[config.mk]
export PLATFORM = sky130hd
export DESIGN_NAME = lock_mem_port_ctrl
export DESIGN_NICKNAME = d
export VERILOG_FILES = /design/src/rtl/lock_mem_port_ctrl.sv
export SDC_FILE = /design/constraint.sdc
export NUM_CORES = 1
export LEC_CHECK = 0
export BUFFER_PORTS_ARGS = -buffer_cell sky130_fd_sc_hd__buf_4
export CAP_MARGIN = 40
export CORE_UTILIZATION = 59
export CTS_CLUSTER_SIZE = 16
export DETAILED_ROUTE_END_ITERATION = 10
export PLACE_DENSITY = 0.86
export SYNTH_ARGS = -nofsm -noshare
export SYNTH_HDL_FRONTEND = slang
export SYNTH_SLANG_ARGS = --single-unit
[constraint.sdc]
create_clock -name clk -period 4.84 [get_ports clk]
set_input_delay 0.968 -clock clk [delete_from_list [all_inputs] [get_ports clk]]
set_output_delay 0.968 -clock clk [all_outputs]
set_load 0.02 [all_outputs]
[src/rtl/lock_mem_port_ctrl.sv]
// lock_mem_port_ctrl
// Per-core sequencer between one core and one port of the shared two-port lock
// memory. It accepts a one-cycle LOAD / STORE / FADD request, asks the lock
// arbiter for exclusive access (need_lock), waits until its lock bit is clear,
// then runs the memory port (read-modify-write for FADD) and pulses done.
// Optional build macro: LOCK_TIMEOUT_EN bounds the lock wait to TIMEOUT cycles
// and reports an abort on err. Without it the wait is unbounded and err is 0.
module lock_mem_port_ctrl #(
  parameter int ADDR_W  = 6,
  parameter int DATA_W  = 32,
  parameter int RD_LAT  = 1,
  parameter int TIMEOUT = 255
) (
  input  logic              clk,
  input  logic              rst,
  input  logic              req,
  input  logic [1:0]        op,
  input  logic [ADDR_W-1:0] addr,
  input  logic [DATA_W-1:0] wdata,
  output logic              busy,
  output logic              done,
  output logic [DATA_W-1:0] rdata,
  output logic              err,
  output logic              need_lock,
  input  logic              lock,
  output logic [ADDR_W-1:0] mem_addr,
  output logic [DATA_W-1:0] mem_data,
  output logic              mem_wren,
  input  logic [DATA_W-1:0] mem_q
);

  typedef enum logic [2:0] {
    S_IDLE,
    S_WAIT,
    S_READ,
    S_RDWAIT,
    S_WRITE,
    S_DONE
  } state_t;

  localparam logic [1:0] OP_STORE = 2'b01;
  localparam logic [1:0] OP_FADD  = 2'b10;
  // Last RDWAIT count before mem_q holds the addressed word.
  localparam logic [1:0] RD_LAST  = 2'(RD_LAT - 1);

  state_t            state_reg;
  logic [1:0]        op_reg;
  logic [ADDR_W-1:0] addr_reg;
  logic [DATA_W-1:0] wdata_reg;
  // High during the first WAIT cycle: the arbiter's lock lags need_lock by one cycle.
  logic              settle_reg;
  logic [1:0]        rd_cnt_reg;

`ifdef LOCK_TIMEOUT_EN
  localparam int TMO_W = (TIMEOUT > 255) ? $clog2(TIMEOUT + 1) : 8;
  logic [TMO_W-1:0]  wait_cnt_reg;
`else
  // TIMEOUT only sizes the wait counter, which does not exist in this build.
  logic              timeout_unused;
  assign timeout_unused = (TIMEOUT != 0);
  assign err = 1'b0;
`endif

  // Access sequencer: each output register is loaded on the edge that enters its state.
  always_ff @(posedge clk or negedge rst) begin
    if (!rst) begin
      state_reg  <= S_IDLE;
      op_reg     <= '0;
      addr_reg   <= '0;
      wdata_reg  <= '0;
      settle_reg <= 1'b0;
      rd_cnt_reg <= '0;
      busy       <= 1'b0;
      done       <= 1'b0;
      rdata      <= '0;
      need_lock  <= 1'b0;
      mem_addr   <= '0;
      mem_data   <= '0;
      mem_wren   <= 1'b0;
`ifdef LOCK_TIMEOUT_EN
      err          <= 1'b0;
      wait_cnt_reg <= '0;
`endif
    end else begin
      done     <= 1'b0;
      mem_wren <= 1'b0;
`ifdef LOCK_TIMEOUT_EN
      err      <= 1'b0;
`endif
      case (state_reg)
        S_IDLE: begin
          if (req) begin
            op_reg     <= op;
            addr_reg   <= addr;
            wdata_reg  <= wdata;
            settle_reg <= 1'b1;
            busy       <= 1'b1;
            need_lock  <= 1'b1;
            state_reg  <= S_WAIT;
`ifdef LOCK_TIMEOUT_EN
            wait_cnt_reg <= '0;
`endif
          end
        end
        S_WAIT: begin
          settle_reg <= 1'b0;
`ifdef LOCK_TIMEOUT_EN
          wait_cnt_reg <= wait_cnt_reg + TMO_W'(1);
`endif
          if (!settle_reg && !lock) begin
            mem_addr <= addr_reg;
            if (op_reg == OP_STORE) begin
              mem_data  <= wdata_reg;
              mem_wren  <= 1'b1;
              state_reg <= S_WRITE;
            end else begin
              state_reg <= S_READ;
            end
          end
`ifdef LOCK_TIMEOUT_EN
          else if (!settle_reg && wait_cnt_reg >= TMO_W'(TIMEOUT)) begin
            // Give up: release the arbiter and return idle without touching memory.
            err       <= 1'b1;
            need_lock <= 1'b0;
            busy      <= 1'b0;
            state_reg <= S_IDLE;
          end
`endif
        end
        S_READ: begin
          rd_cnt_reg <= '0;
          state_reg  <= S_RDWAIT;
        end
        S_RDWAIT: begin
          if (rd_cnt_reg == RD_LAST) begin
            rdata <= mem_q;
            if (op_reg == OP_FADD) begin
              // Sum wraps at DATA_W bits; the carry is discarded.
              mem_data  <= mem_q + wdata_reg;
              mem_wren  <= 1'b1;
              state_reg <= S_WRITE;
            end else begin
              done      <= 1'b1;
              need_lock <= 1'b0;
              state_reg <= S_DONE;
            end
          end else begin
            rd_cnt_reg <= rd_cnt_reg + 2'd1;
          end
        end
        S_WRITE: begin
          done      <= 1'b1;
          need_lock <= 1'b0;
          state_reg <= S_DONE;
        end
        S_DONE: begin
          busy      <= 1'b0;
          state_reg <= S_IDLE;
        end
        default: begin
          busy      <= 1'b0;
          need_lock <= 1'b0;
          state_reg <= S_IDLE;
        end
      endcase
    end
  end

endmodule

## Word-level counts from Yosys, hierarchy flattened

Cells that the tools add are included.

- Shift-type cells: 0
- Reduce and logical (&&, ||, !) cells: 19
- Multiplexer cells: 27
- Magnitude comparators: 0
- Equality and inequality tests: 14
- Multiply operators: 0
- $add $sub $neg: 2
- Divide/modulo/power cells: 0
- Bitwise operators: 2

Operators by type and width:

| operator | count |
|---|---|
| $mux 32 | 4 |
| $pmux 32 s2 | 1 |
| $add 32x32->32 | 1 |
| $pmux 3 s5 | 1 |
| $ne 2x2->1 const B | 7 |
| $mux 3 | 4 |
| $reduce_and 2->1 | 6 |
| $mux 1 | 10 |
| $pmux 1 s2 | 4 |
| $eq 3x2->1 const B | 2 |
| $eq 3x3->1 const B | 2 |
| $reduce_bool 2->1 | 3 |
| $reduce_and 5->1 | 1 |
| $pmux 2 s2 | 1 |
| $reduce_and 4->1 | 1 |
| $reduce_or 4->1 | 1 |
| $eq 3x1->1 const B | 1 |
| $logic_not 3->1 | 1 |
| $pmux 1 s3 | 1 |
| $reduce_and 3->1 | 1 |
| $reduce_or 3->1 | 1 |
| $add 2x1->2 const B | 1 |
| $eq 2x1->1 const B | 1 |
| $eq 2x2->1 const B | 1 |
| 5 further kinds | 7 |

- Bits in registers: 120
- Memories kept: 0
- Latch bits: 0
- Output and inout bits: 75
- Bits in writable memories: 0
- Memory bits (read-only): 0
- Input port bits: 76

## Depth between registers and ports, before layout

Gate-level depths: netlist of run 1.

- Depth after elaboration: 4
- Gate-level depth with buffers: 11
- Mapped depth without buffers: 10

## Worst setup path before layout of run 1

Ideal clock, no wire load.

- Path kind: input port to flip-flop
- Start: input mem_q[0]
- End: register mem_data[10]
- Required time: 4,713 ps
- Setup time: 127 ps
- Stages on the path: 10
- Data arrival time: 2,854 ps
- Path buffers: 0
- Path slack: 1,859 ps
- Cells stage by stage: ha_1 -> fa_1 -> a21oi_1 -> o21ai_2 -> a21oi_1 -> o21ai_0 -> a21o_1 -> a21oi_1 -> mux2i_1 -> nand3_1

- Word-level cells in the longest chain between the ends: 4

RTL lines:

| element | line | source |
|---|---|---|
| from (decl) | 29 | `input logic [DATA_W-1:0] mem_q` |
| $add 32x32->32 | 139 | `mem_data <= mem_q + wdata_reg;` |
| $mux 32 | 137 | `if (op_reg == OP_FADD) begin` |
| $mux 32 | 135 | `if (rd_cnt_reg == RD_LAST) begin` |
| $pmux 32 s2 | 90 | `case (state_reg)` |
| to (signal assigned) | 113 | `mem_data <= wdata_reg;` |
| to (signal assigned) | 139 |  |
| to (decl) | 27 | `output logic [DATA_W-1:0] mem_data,` |

No other way between the ends. The select of a mux whose other input is x is not followed.
A chain may end at the register's enable or synchronous reset.

## Worst setup path after layout of run 1

- Start: register state_reg[2]
- End: register mem_data[30]

- Word-level cells in the longest chain between the ends: 3

RTL lines:

| element | line | source |
|---|---|---|
| from (decl) | 46 | `state_t state_reg;` |
| from (signal assigned) | 67 | `state_reg <= S_IDLE;` |
| from (signal assigned) | 99 | `state_reg <= S_WAIT;` |
| from (signal assigned) | 115 | `state_reg <= S_WRITE;` |
| $eq 3x2->1 / $eq 3x1->1 (equally long branches) | 90 |  |
| $ne 2x2->1 (no line) / $reduce_bool 2->1 (equally long branches) | - |  |
| $reduce_and 5->1 (no line) | - |  |

Several ways; a longest one is shown, not always the timed one.

==> metrics.yaml, run 1 <==
global_route:
  overflow: 0
  grt_max_degree: 67
  grtUsageTotal: 0.312
  grt_first_pass_wirelength_mm: 27.9
  grt_pass1_vias: 5645
  antenna_found_initial: 0
clock_network:
  holdBufCountCts: 0
  clk_pin_slew_ns: 0.05
  clk_latency_ns: 0.42
  post_cts_resized: 0
  tritoncts: "done"
  clockBufferDepth: 2
  numCtsBuffers: 17
  post-cts-setup-buffers: 0
  ctsRootBufferMaster: "clkbuf_16"
  cts_max_level: 4
  cts_sinks: 120
worst_setup_path:
  reg2reg_to: "mem_data[30]$_DFFE_PN0P_"
  slowest_stage: "o21a_2"
  critPathMaxFanout: 41
  critPathBufInv: 1
  cp-end-kind: "flop"
  startpoint_type: "flop"
  slowest_delay_ns: 0.81
  arrival_ns: 3.73
  rr_startpoint: "state_reg[2]$_DFFE_PN0P_"
  r2r_slack_ns: 1.38
  crit_type: "flop to flop"
  setup.worst_path.start: "state_reg[2]$_DFFE_PN0P_"
  crit_chain: "nand2b_4, nor2_2, nand2_1, or2_1, o21a_2, inv_2, and3_1, a21oi_1, o21ai_0"
  r2r_cells: 9
  worstPathRequired_ns: 5.12
  path_delay_family: "simple AND/OR/NAND/NOR gates"
synthesis:
  ys_seq_elements: 120
  synthSimpleGateAreaFrac: 0.112
  synthMuxAreaShare: 0.135
  synth_compound_area_frac: 0.176
  synthDistinctLibCells: 70
  postSynth.asyncResetShare: 1.00
  synth_flop_cell: "dfrtp_1"
  synth.cell_area_um2: 6750
  synth_fa_ha_area_frac: 0.0623
  synth_edf_count: 0
  synth-xor-area-share: 0.0324
  synth_seq_area_share: 0.445
  netlist_instances: 643
  yosysWarnings: 0
  synth.avg_cell_area_um2: 10.5
  synth_fp_nets: 752
  synth_top_family_by_area: "compound AO/OA/AOI/OAI gates"
place:
  place_inst: 901
  place_congestion: 0.922
  pre_cts_ws_ns: 1.45
  port_buffers: 149
  dp_hpwl_mm: 12.3
floorplanning:
  dieArea_um2: 11900
  core_area_um2: 11000
  num_io_pins: 151
  die_w_um: 109
  fp-row-count: 38
  die_h_um: 109
  start_util: 0.615
run:
  maxCapViolCount: 0
power_and_ir_drop:
  power.density_nw_per_um2: 786
  power.total_w: 0.00669
  vdd_drop_max_uv: 520
  power.leakage_nw: 3.91
timing:
  rsz0062_at_grt: "no"
  tightestPinTransition_ns: 0.913
  setup_viol: 0
  period_needed_ns: 3.46
  finalSetupTns_ns: 0
  finalHoldViolCount: 0
  max_freq_mhz: 289
  worst_slack_ns: 1.38
  slew_violations: 0
  finalClockSkew_ns: 0.00570
  period_share: 0.714
  relSlewSlack: 0.391
cells_and_area:
  drive_gt1_frac: 0.371
  num-nets-final: 889
  area_delta_synth_final_pct: 26.1
  finalNonFillerCells: 932
  post-route-util: 0.775
  antenna_cells: 0
drt:
  final_antenna_net_count: 0
  routed_via_density: 6.02
  totalWireLength_mm: 17.9
  routedWlPerCell_um: 19.2
  num_vias: 5609
  first_pass_iters: 5
  drc_errors: 0
  drt-initial-drc-count: 336
min_path:
  hp-class: "input pin to async pin"
status:
  status: "completed"
## area by class of cell
| cell class | instances | area (um^2) |
|---|---|---|
| inverter | 15 | 56.3 |
| sequential | 120 | 3000 |
| multi-input combinational | 473 | 3490 |
| clock inverter | 8 | 120 |
| clock buffer | 23 | 478 |
| fill | 709 | 2470 |
| tap | 140 | 175 |
| timing repair buffer | 153 | 1190 |
## synthesized netlist by cell type (5+ instances only)
cell	instances	area [um^2]
nand2b_1	6	37.5
o21ai_0	31	155
nand3_1	14	70.1
o21bai_1	8	60.1
clkbuf_1	11	41.3
and3_1	11	68.8
ha_1	32	400
buf_2	13	65.1
nand4_1	7	43.8
inv_1	14	52.6
a21o_1	14	105
nand2_1	51	191
o21ai_1	6	30.0
xor2_1	6	52.6
a21oi_1	68	340
buf_6	5	56.3
o22ai_1	5	31.3
mux2_2	79	890
dfrtp_1	120	3000
a31oi_1	8	50.1
xnor2_1	19	166
nor2_1	41	154
## worst reg2reg max path, cell delays in order (launching register included)
cell      delay (ns)
dfrtp_1         0.52
nand2b_4        0.23
nor2_2          0.13
nand2_1         0.11
or2_1           0.48
o21a_2          0.81
inv_2           0.50
and3_1          0.32
a21oi_1         0.12
o21ai_0         0.10
## power by group
group | internal [W] | switching [W] | leakage [nW]
clock network | 0.000844 | 0.000442 | 0.289
registers | 0.00151 | 0.000361 | 1.42
logic | 0.00156 | 0.00197 | 2.20
total | 0.00392 | 0.00278 | 3.91
## cell families after synthesis
| kind of cell | Yosys count |
|---|---|
| AOI/OAI and AO/OA | 178 |
| DFF | 120 |
| buffers and inverters | 50 |
| and+or+nand+nor | 155 |
| other | 1 |
| muxes | 81 |
| adders and majority gates | 33 |
| xor gates and xnor gates | 25 |
## worst max-delay path by stage
stage	to	slack [ns]	cells after the start
after floorplan	mem_data[10]$_DFFE_PN0P_	1.86	10
after global placement	mem_data[30]$_DFFE_PN0P_	1.54	9
after detailed placement	mem_data[30]$_DFFE_PN0P_	1.45	9
after CTS	mem_data[30]$_DFFE_PN0P_	1.44	9
after global routing	mem_data[13]$_DFFE_PN0P_	1.18	9
final	mem_data[30]$_DFFE_PN0P_	1.38	9
## layout by cell type (no fill, tap or decap), types with 6 or more instances in the layout
master	count
a31oi_1	8
a21o_1	14
and3_1	10
nand3_1	14
nor2_1	41
o21bai_1	8
buf_4	151
inv_1	14
dfrtp_1	120
a21oi_1	68
o21ai_1	6
clkbuf_16	17
nand2b_1	6
nand4_1	7
xnor2_1	19
o21ai_0	31
nand2_1	51
ha_1	32
mux2_2	79
xor2_1	6
## per-layer routing
metal,part of all wire,global-route usage
met1,0.42,0.378
met2,0.50,0.531
met3,0.066,0.0759
met4,0.022,0.131
met5,0,0
## metrics by stage
step	area, um^2	hold WS [ns]
floorplan	6750	0.441
CTS	8510	0.440
global route	8510	0.450
finish	8510	0.439
detailed placement	7920	0.467
global placement	7860	0.456
Note: power is estimated with default switching activity, not from simulation.
==> run 2, diff against run 1 <==
Settings changed: ABC_AREA set to 1, CORE_UTILIZATION 59 to 56, PLACE_DENSITY 0.86 to 0.81.
Clock period 4.84 ns to 3.6 ns, I/O delays scaled along.
==> metrics.yaml, run 2 <==
timing:
  finalSetupTns_ns: 0  # unchanged
  rsz0062_at_grt: "no"  # unchanged
  setup_viol: 0  # unchanged
  holdWs_ns: 0.299  # was 0.439 ns
  finalClockSkew_ns: 0.00596  # was 0.00570 ns
  relSlewSlack: 0.392  # was 0.391
  max_freq_mhz: 431  # was 289 MHz
  period_share: 0.644  # was 0.714
  slew_violations: 0  # unchanged
  period_needed_ns: 2.32  # was 3.46 ns
  finalHoldViolCount: 0  # unchanged
  tightestPinTransition_ns: 0.911  # was 0.913 ns
worst_setup_path:
  cp-end-kind: "flop"  # unchanged
  crit_top_cell: "nor2_4"
  r2r_slack_ns: 1.28  # was 1.38 ns
  slowest_stage: "nand2_4"  # was o21a_2
  worstPathRequired_ns: 3.88  # was 5.12 ns
  path_delay_family: "simple AND/OR/NAND/NOR gates"  # unchanged
  arrival_ns: 2.60  # was 3.73 ns
  startpoint_type: "flop"  # unchanged
  slowest_delay_ns: 0.42  # was 0.81 ns
  crit_type: "flop to flop"  # unchanged
  crit_chain: "nor2_4, nand2_4, nor2_4, nor2_4, nand2_4, inv_2, nor2_1, a31oi_1"  # was nand2b_4, nor2_2, nand2_1, or2_1, o21a_2, inv_2, and3_1, a21oi_1, o21ai_0
  critPathBufInv: 1  # unchanged
  critPathMaxFanout: 49  # was 41
synthesis:
  synth_seq_area_share: 0.414  # was 0.445
  postSynth.asyncResetShare: 1.00  # unchanged
  synth_flop_cell: "dfrtp_1"  # unchanged
  synthDistinctLibCells: 36  # was 70
  synth.avg_cell_area_um2: 6.98  # was 10.5 um^2
  netlist_instances: 1040  # was 643
  yosys.area.top_type: "dfrtp_1"  # unchanged
  yosysMostFrequentCell: "nand2_1"  # was dfrtp_1
  yosysWarnings: 0  # unchanged
  synth.cell_area_um2: 7260  # was 6750 um^2
  netlist_top_cells_count: "392 x nand2_1, 153 x inv_1, 120 x dfrtp_1"  # was 120 x dfrtp_1, 79 x mux2_2, 68 x a21oi_1
  synth_fp_nets: 1149  # was 752
  synthTopCellsByArea: "dfrtp_1 41%, nand2_1 20%, inv_1 7.9%, a21oi_1 6.6%, ha_1 5.5%"  # was dfrtp_1 44%, mux2_2 13%, ha_1 5.9%, a21oi_1 5.0%, nand2_1 2.8%
  ys_seq_elements: 120  # unchanged
  synth_edf_count: 0  # unchanged
  yosys.area.top_type_share: 0.414  # was 0.445
drt:
  drc_errors: 0  # unchanged
  first_pass_iters: 5  # unchanged
  routedWlPerCell_um: 14.4  # was 19.2 um
  routed_via_density: 5.11  # was 6.02
  drt-initial-drc-count: 467  # was 336
  totalWireLength_mm: 19.7  # was 17.9 mm
  final_antenna_net_count: 0  # unchanged
  num_vias: 6999  # was 5609
place:
  port_buffers: 149  # unchanged
  dp_hpwl_mm: 14.7  # was 12.3 mm
  place_congestion: 0.930  # was 0.922
clock_network:
  post-cts-setup-buffers: 0  # unchanged
  clockBufferDepth: 2  # unchanged
  numCtsBuffers: 17  # unchanged
  post_cts_resized: 0  # unchanged
  clk_pin_slew_ns: 0.06  # was 0.05 ns
  clk_latency_ns: 0.42  # about the same
  tritoncts: "done"  # unchanged
  cts_sinks: 120  # unchanged
  ctsRootBufferMaster: "clkbuf_16"  # unchanged
  cts_max_level: 4  # unchanged
  holdBufCountCts: 0  # unchanged
cells_and_area:
  final_cell_mix: "392 x nand2_1, 153 x inv_1, 153 x buf_4"  # was 151 x buf_4, 120 x dfrtp_1, 79 x mux2_2
  final_common_cell: "nand2_1"  # was buf_4
  drive_gt1_frac: 0.176  # was 0.371
  area_delta_synth_final_pct: 25.0  # was 26.1%
  num-nets-final: 1296  # was 889
  antenna_cells: 0  # unchanged
global_route:
  grt_first_pass_wirelength_mm: 31.8  # was 27.9 mm
  grtUsageTotal: 0.312  # about the same
  grt_pass1_vias: 6513  # was 5645
  grt_max_degree: 55  # was 67
  antenna_found_initial: 0  # unchanged
  overflow: 0  # unchanged
status:
  status: "completed"  # unchanged
power_and_ir_drop:
  vdd_drop_max_uv: 515  # was 520 uV
  power.density_nw_per_um2: 952  # was 786 nW/um^2
  power.leakage_nw: 5.15  # was 3.91 nW
min_path:
  hp-class: "input pin to async pin"  # unchanged
floorplanning:
  die_w_um: 116  # was 109 um
  num_io_pins: 151  # unchanged
  core_area_um2: 12600  # was 11000 um^2
  start_util: 0.575  # was 0.615
  dieArea_um2: 13400  # was 11900 um^2
  die_h_um: 116  # was 109 um
  fp-row-count: 41  # was 38
run:
  maxCapViolCount: 0  # unchanged
==> run 2: power breakdown <==
part	switching (W)	total, W	internal (W)	leakage, nW
Sequential	0.000431	0.00244	0.00201	1.41
Combinational	0.00290	0.00459	0.00169	3.47
Clock	0.000595	0.00160	0.00100	0.272
Total	0.00392	0.00863	0.00471	5.15
==> run 2: per-stage QoR <==
stage	total power, W	cell area, um^2	cells	setup slack, ns	util
global route	0.00932	9070	1369	1.09	0.719
finish	0.00863	9070	1369	1.28	0.719
CTS	0.00863	9070	1369	1.27	0.719
detailed placement	0.00699	8520	1340	0.963	0.675
global placement	0.00688	8500	1339	1.03	0.674
floorplan	0.00549	7260	1040	1.38	-
==> run 2: layer usage <==
metal | part of all wire | vias to the layer above | track usage | routed length (um)
li1 | - | 3506 | - | -
met1 | 0.47 | 3227 | 0.439 | 9240
met2 | 0.44 | 232 | 0.467 | 8650
met3 | 0.072 | 34 | 0.0811 | 1420
met4 | 0.021 | 0 | 0.107 | 408
met5 | 0 | - | 0 | 0
==> run 2: worst paths after layout <==
| kind | start | to | cells after the start |
|---|---|---|---|
| hold reg to reg | rdata[17]$_DFFE_PN0P_ | rdata[17]$_DFFE_PN0P_ | 2 |
| setup reg to reg | state_reg[2]$_DFFE_PN0P_ | mem_data[1]$_DFFE_PN0P_ | 8 |
| hold / removal | rst | op_reg[1]$_DFFE_PN0P_ | 1 |
| min in group clk | rdata[17]$_DFFE_PN0P_ | rdata[17]$_DFFE_PN0P_ | 2 |
| setup / recovery | state_reg[2]$_DFFE_PN0P_ | mem_data[1]$_DFFE_PN0P_ | 8 |
| max in group asynchronous | rst | mem_data[15]$_DFFE_PN0P_ | 2 |
==> run 2: worst register-to-register path, stage by stage, from the launching register on <==
cell and delay (ns):
dfrtp_1 0.41, nor2_4 0.14, nand2_4 0.33, nor2_4 0.29
nor2_4 0.08, nand2_4 0.42, inv_2 0.29, nor2_1 0.17
a31oi_1 0.05
==> run 2: area by class of cell <==
cell class / instances / area [um^2]
Multi-Input combinational cell: 738 / 3530
Tap cell: 172 / 215
Sequential cell: 120 / 3000
Clock inverter: 8 / 73.8
Inverter: 155 / 582
Timing Repair Buffer: 155 / 1180
Fill cell: 1065 / 3550
Clock buffer: 21 / 480
==> run 2: kinds of logic after synthesis <==
family / synth area share
multiplexers: 0.0171
AND/OR/NAND/NOR: 0.306
flip-flops: 0.414
AO/OA/AOI/OAI: 0.0935
buffers and inverters: 0.0993
XOR/XNOR: 0.0121
other: 0.000517
adder cells (fa/ha/maj): 0.0579
==> run 3, diff against run 2 <==
Clock period 3.6 ns to 2.3 ns, I/O delays scaled along.
==> metrics.yaml, run 3 (same netlist as run 2, synthesis figures left out) <==
worst_setup_path:
  critPathBufInv: 0  # was 1
  cp-end-kind: "flop"  # unchanged
  crit_type: "flop to flop"  # unchanged
  worstPathRequired_ns: 2.61  # was 3.88 ns
  path_delay_family: "simple AND/OR/NAND/NOR gates"  # unchanged
  arrival_ns: 2.39  # was 2.60 ns
  critPathMaxFanout: 4  # was 49
  crit_chain: "ha_1, fa_2, nand3_1, nand3_1, nand3_1, nand3_1, nand3_1, nand2_1, nand2_1, nand3_1, nand2_1, nand2_1"  # was nor2_4, nand2_4, nor2_4, nor2_4, nand2_4, inv_2, nor2_1, a31oi_1
  slowest_delay_ns: 0.42  # about the same
  startpoint_type: "flop"  # unchanged
  crit_top_cell: "nand3_1"  # was nor2_4
  slowest_stage: "dfrtp_1"  # was nand2_4
power_and_ir_drop:
  power.density_nw_per_um2: 1500  # was 952 nW/um^2
  vdd_drop_max_uv: 780  # was 515 uV
  power.leakage_nw: 5.22  # was 5.15 nW
drt:
  num_vias: 7107  # was 6999
  drc_errors: 0  # unchanged
  routedWlPerCell_um: 14.6  # was 14.4 um
  totalWireLength_mm: 20.2  # was 19.7 mm
  final_antenna_net_count: 0  # unchanged
  drt-initial-drc-count: 528  # was 467
  first_pass_iters: 5  # unchanged
  routed_via_density: 5.15  # was 5.11
clock_network:
  clk_latency_ns: 0.42  # about the same
  cts_sinks: 120  # unchanged
  cts_max_level: 4  # unchanged
  clockBufferDepth: 2  # unchanged
  numCtsBuffers: 17  # unchanged
  ctsRootBufferMaster: "clkbuf_16"  # unchanged
  post-cts-setup-buffers: 0  # unchanged
  tritoncts: "done"  # unchanged
  clk_pin_slew_ns: 0.05  # was 0.06 ns
global_route:
  grt_max_degree: 46  # was 55
  grt_first_pass_wirelength_mm: 32.7  # was 31.8 mm
  antenna_found_initial: 0  # unchanged
  grt_pass1_vias: 6683  # was 6513
  overflow: 0  # unchanged
  grtUsageTotal: 0.320  # was 0.312
cells_and_area:
  area_delta_synth_final_pct: 26.8  # was 25.0%
  final_common_cell: "nand2_1"  # unchanged
  antenna_cells: 0  # unchanged
  multi_input_area_um2: 3530  # about the same
  regArea_um2: 3000  # unchanged
  num-nets-final: 1306  # was 1296
  drive_gt1_frac: 0.182  # was 0.176
  n_fill_cell: 1060  # was 1065
  post-route-util: 0.729  # was 0.719
  final_cell_mix: "392 x nand2_1, 161 x buf_4, 153 x inv_1"  # was 392 x nand2_1, 153 x inv_1, 153 x buf_4
floorplanning:
  fp-row-count: 41  # unchanged
  die_h_um: 116  # unchanged
  num_io_pins: 151  # unchanged
  start_util: 0.575  # unchanged
  core_area_um2: 12600  # unchanged
  dieArea_um2: 13400  # unchanged
  die_w_um: 116  # unchanged
place:
  dp_hpwl_mm: 15.4  # was 14.7 mm
  place_congestion: 0.941  # was 0.930
  pre_cts_ws_ns: -0.0318  # was 0.963 ns
  port_buffers: 149  # unchanged
timing:
  slew_violations: 0  # unchanged
  period_needed_ns: 2.09  # was 2.32 ns
  finalHoldViolCount: 0  # unchanged
  setup_viol: 0  # unchanged
  max_freq_mhz: 479  # was 431 MHz
  period_share: 0.908  # was 0.644
  worst_slack_ns: 0.212  # was 1.28 ns
  tightestPinTransition_ns: 0.560  # was 0.911 ns
  finalClockSkew_ns: 0.0118  # was 0.00596 ns
  rsz0062_at_grt: "no"  # unchanged
  relSlewSlack: 0.626  # was 0.392
min_path:
  hp-class: "input pin to flop"  # was input pin to async pin
status:
  status: "completed"  # unchanged
run:
  maxCapViolCount: 0  # unchanged
[run 3: timing repair]
action                                  in CTS  in global routing
gates resized for setup                      0                  1
endpoints found under the hold margin       26                  0
endpoints found under the setup margin       0                  3
hold buffers                                 1                  0
[run 3: area by class of cell]
type	count	share of cell area
tap	172	0.0234
clock inverter	7	0.0102
sequential	120	0.326
clock buffer	23	0.0530
timing repair buffer	165	0.140
multi-input combinational	738	0.384
inverter	155	0.0632
[run 3: final timing paths]
path | from | cells past startpoint | end | slack [ns]
min in group asynchronous | rst | 2 | rdata[5]$_DFFE_PN0P_ | 0.52
hold reg to reg | rdata[17]$_DFFE_PN0P_ | 2 | rdata[17]$_DFFE_PN0P_ | 0.47
hold / removal | mem_q[22] | 3 | rdata[22]$_DFFE_PN0P_ | 0.25
setup reg to reg | wdata_reg[0]$_DFFE_PN0P_ | 12 | mem_data[20]$_DFFE_PN0P_ | 0.21
max in group asynchronous | rst | 3 | addr_reg[2]$_DFFE_PN0P_ | 1.16
setup / recovery | wdata_reg[0]$_DFFE_PN0P_ | 12 | mem_data[20]$_DFFE_PN0P_ | 0.21
[run 3: per-layer routing]
| layer | part of all wire | global-route usage | up-vias |
|---|---|---|---|
| li1 | - | - | 3538 |
| met1 | 0.45 | 0.455 | 3270 |
| met2 | 0.46 | 0.509 | 278 |
| met3 | 0.078 | 0.0502 | 21 |
| met4 | 0.012 | 0.0906 | 0 |
| met5 | 0 | 0 | - |
[run 3: tightest hold or removal path, cell delays in order]
cell and delay [ns]:
buf_4 0.09, nand2_1 0.04, nand2_1 0.05
[run 3: power breakdown]
part	switching, W	internal, W	total, W
logic	0.00460	0.00275	0.00735
registers	0.000670	0.00315	0.00382
clock network	0.000937	0.00169	0.00263
[run 3: metrics by stage]
step / area [um^2] / hold WS (ns) / instances / TNS [ns] / total power, W
6_report: 9200 / 0.255 / 1380 / 0 / 0.0138
5_1_grt: 9200 / 0.253 / 1380 / 0 / 0.0149
4_1_cts: 9200 / 0.241 / 1380 / 0 / 0.0138
3_5_place_dp: 8610 / 0.410 / 1349 / -0.0768 / 0.0111
3_3_place_gp: 8580 / 0.410 / 1348 / 0 / 0.0109
2_1_floorplan: 7260 / 0.164 / 1040 / 0 / 0.00859
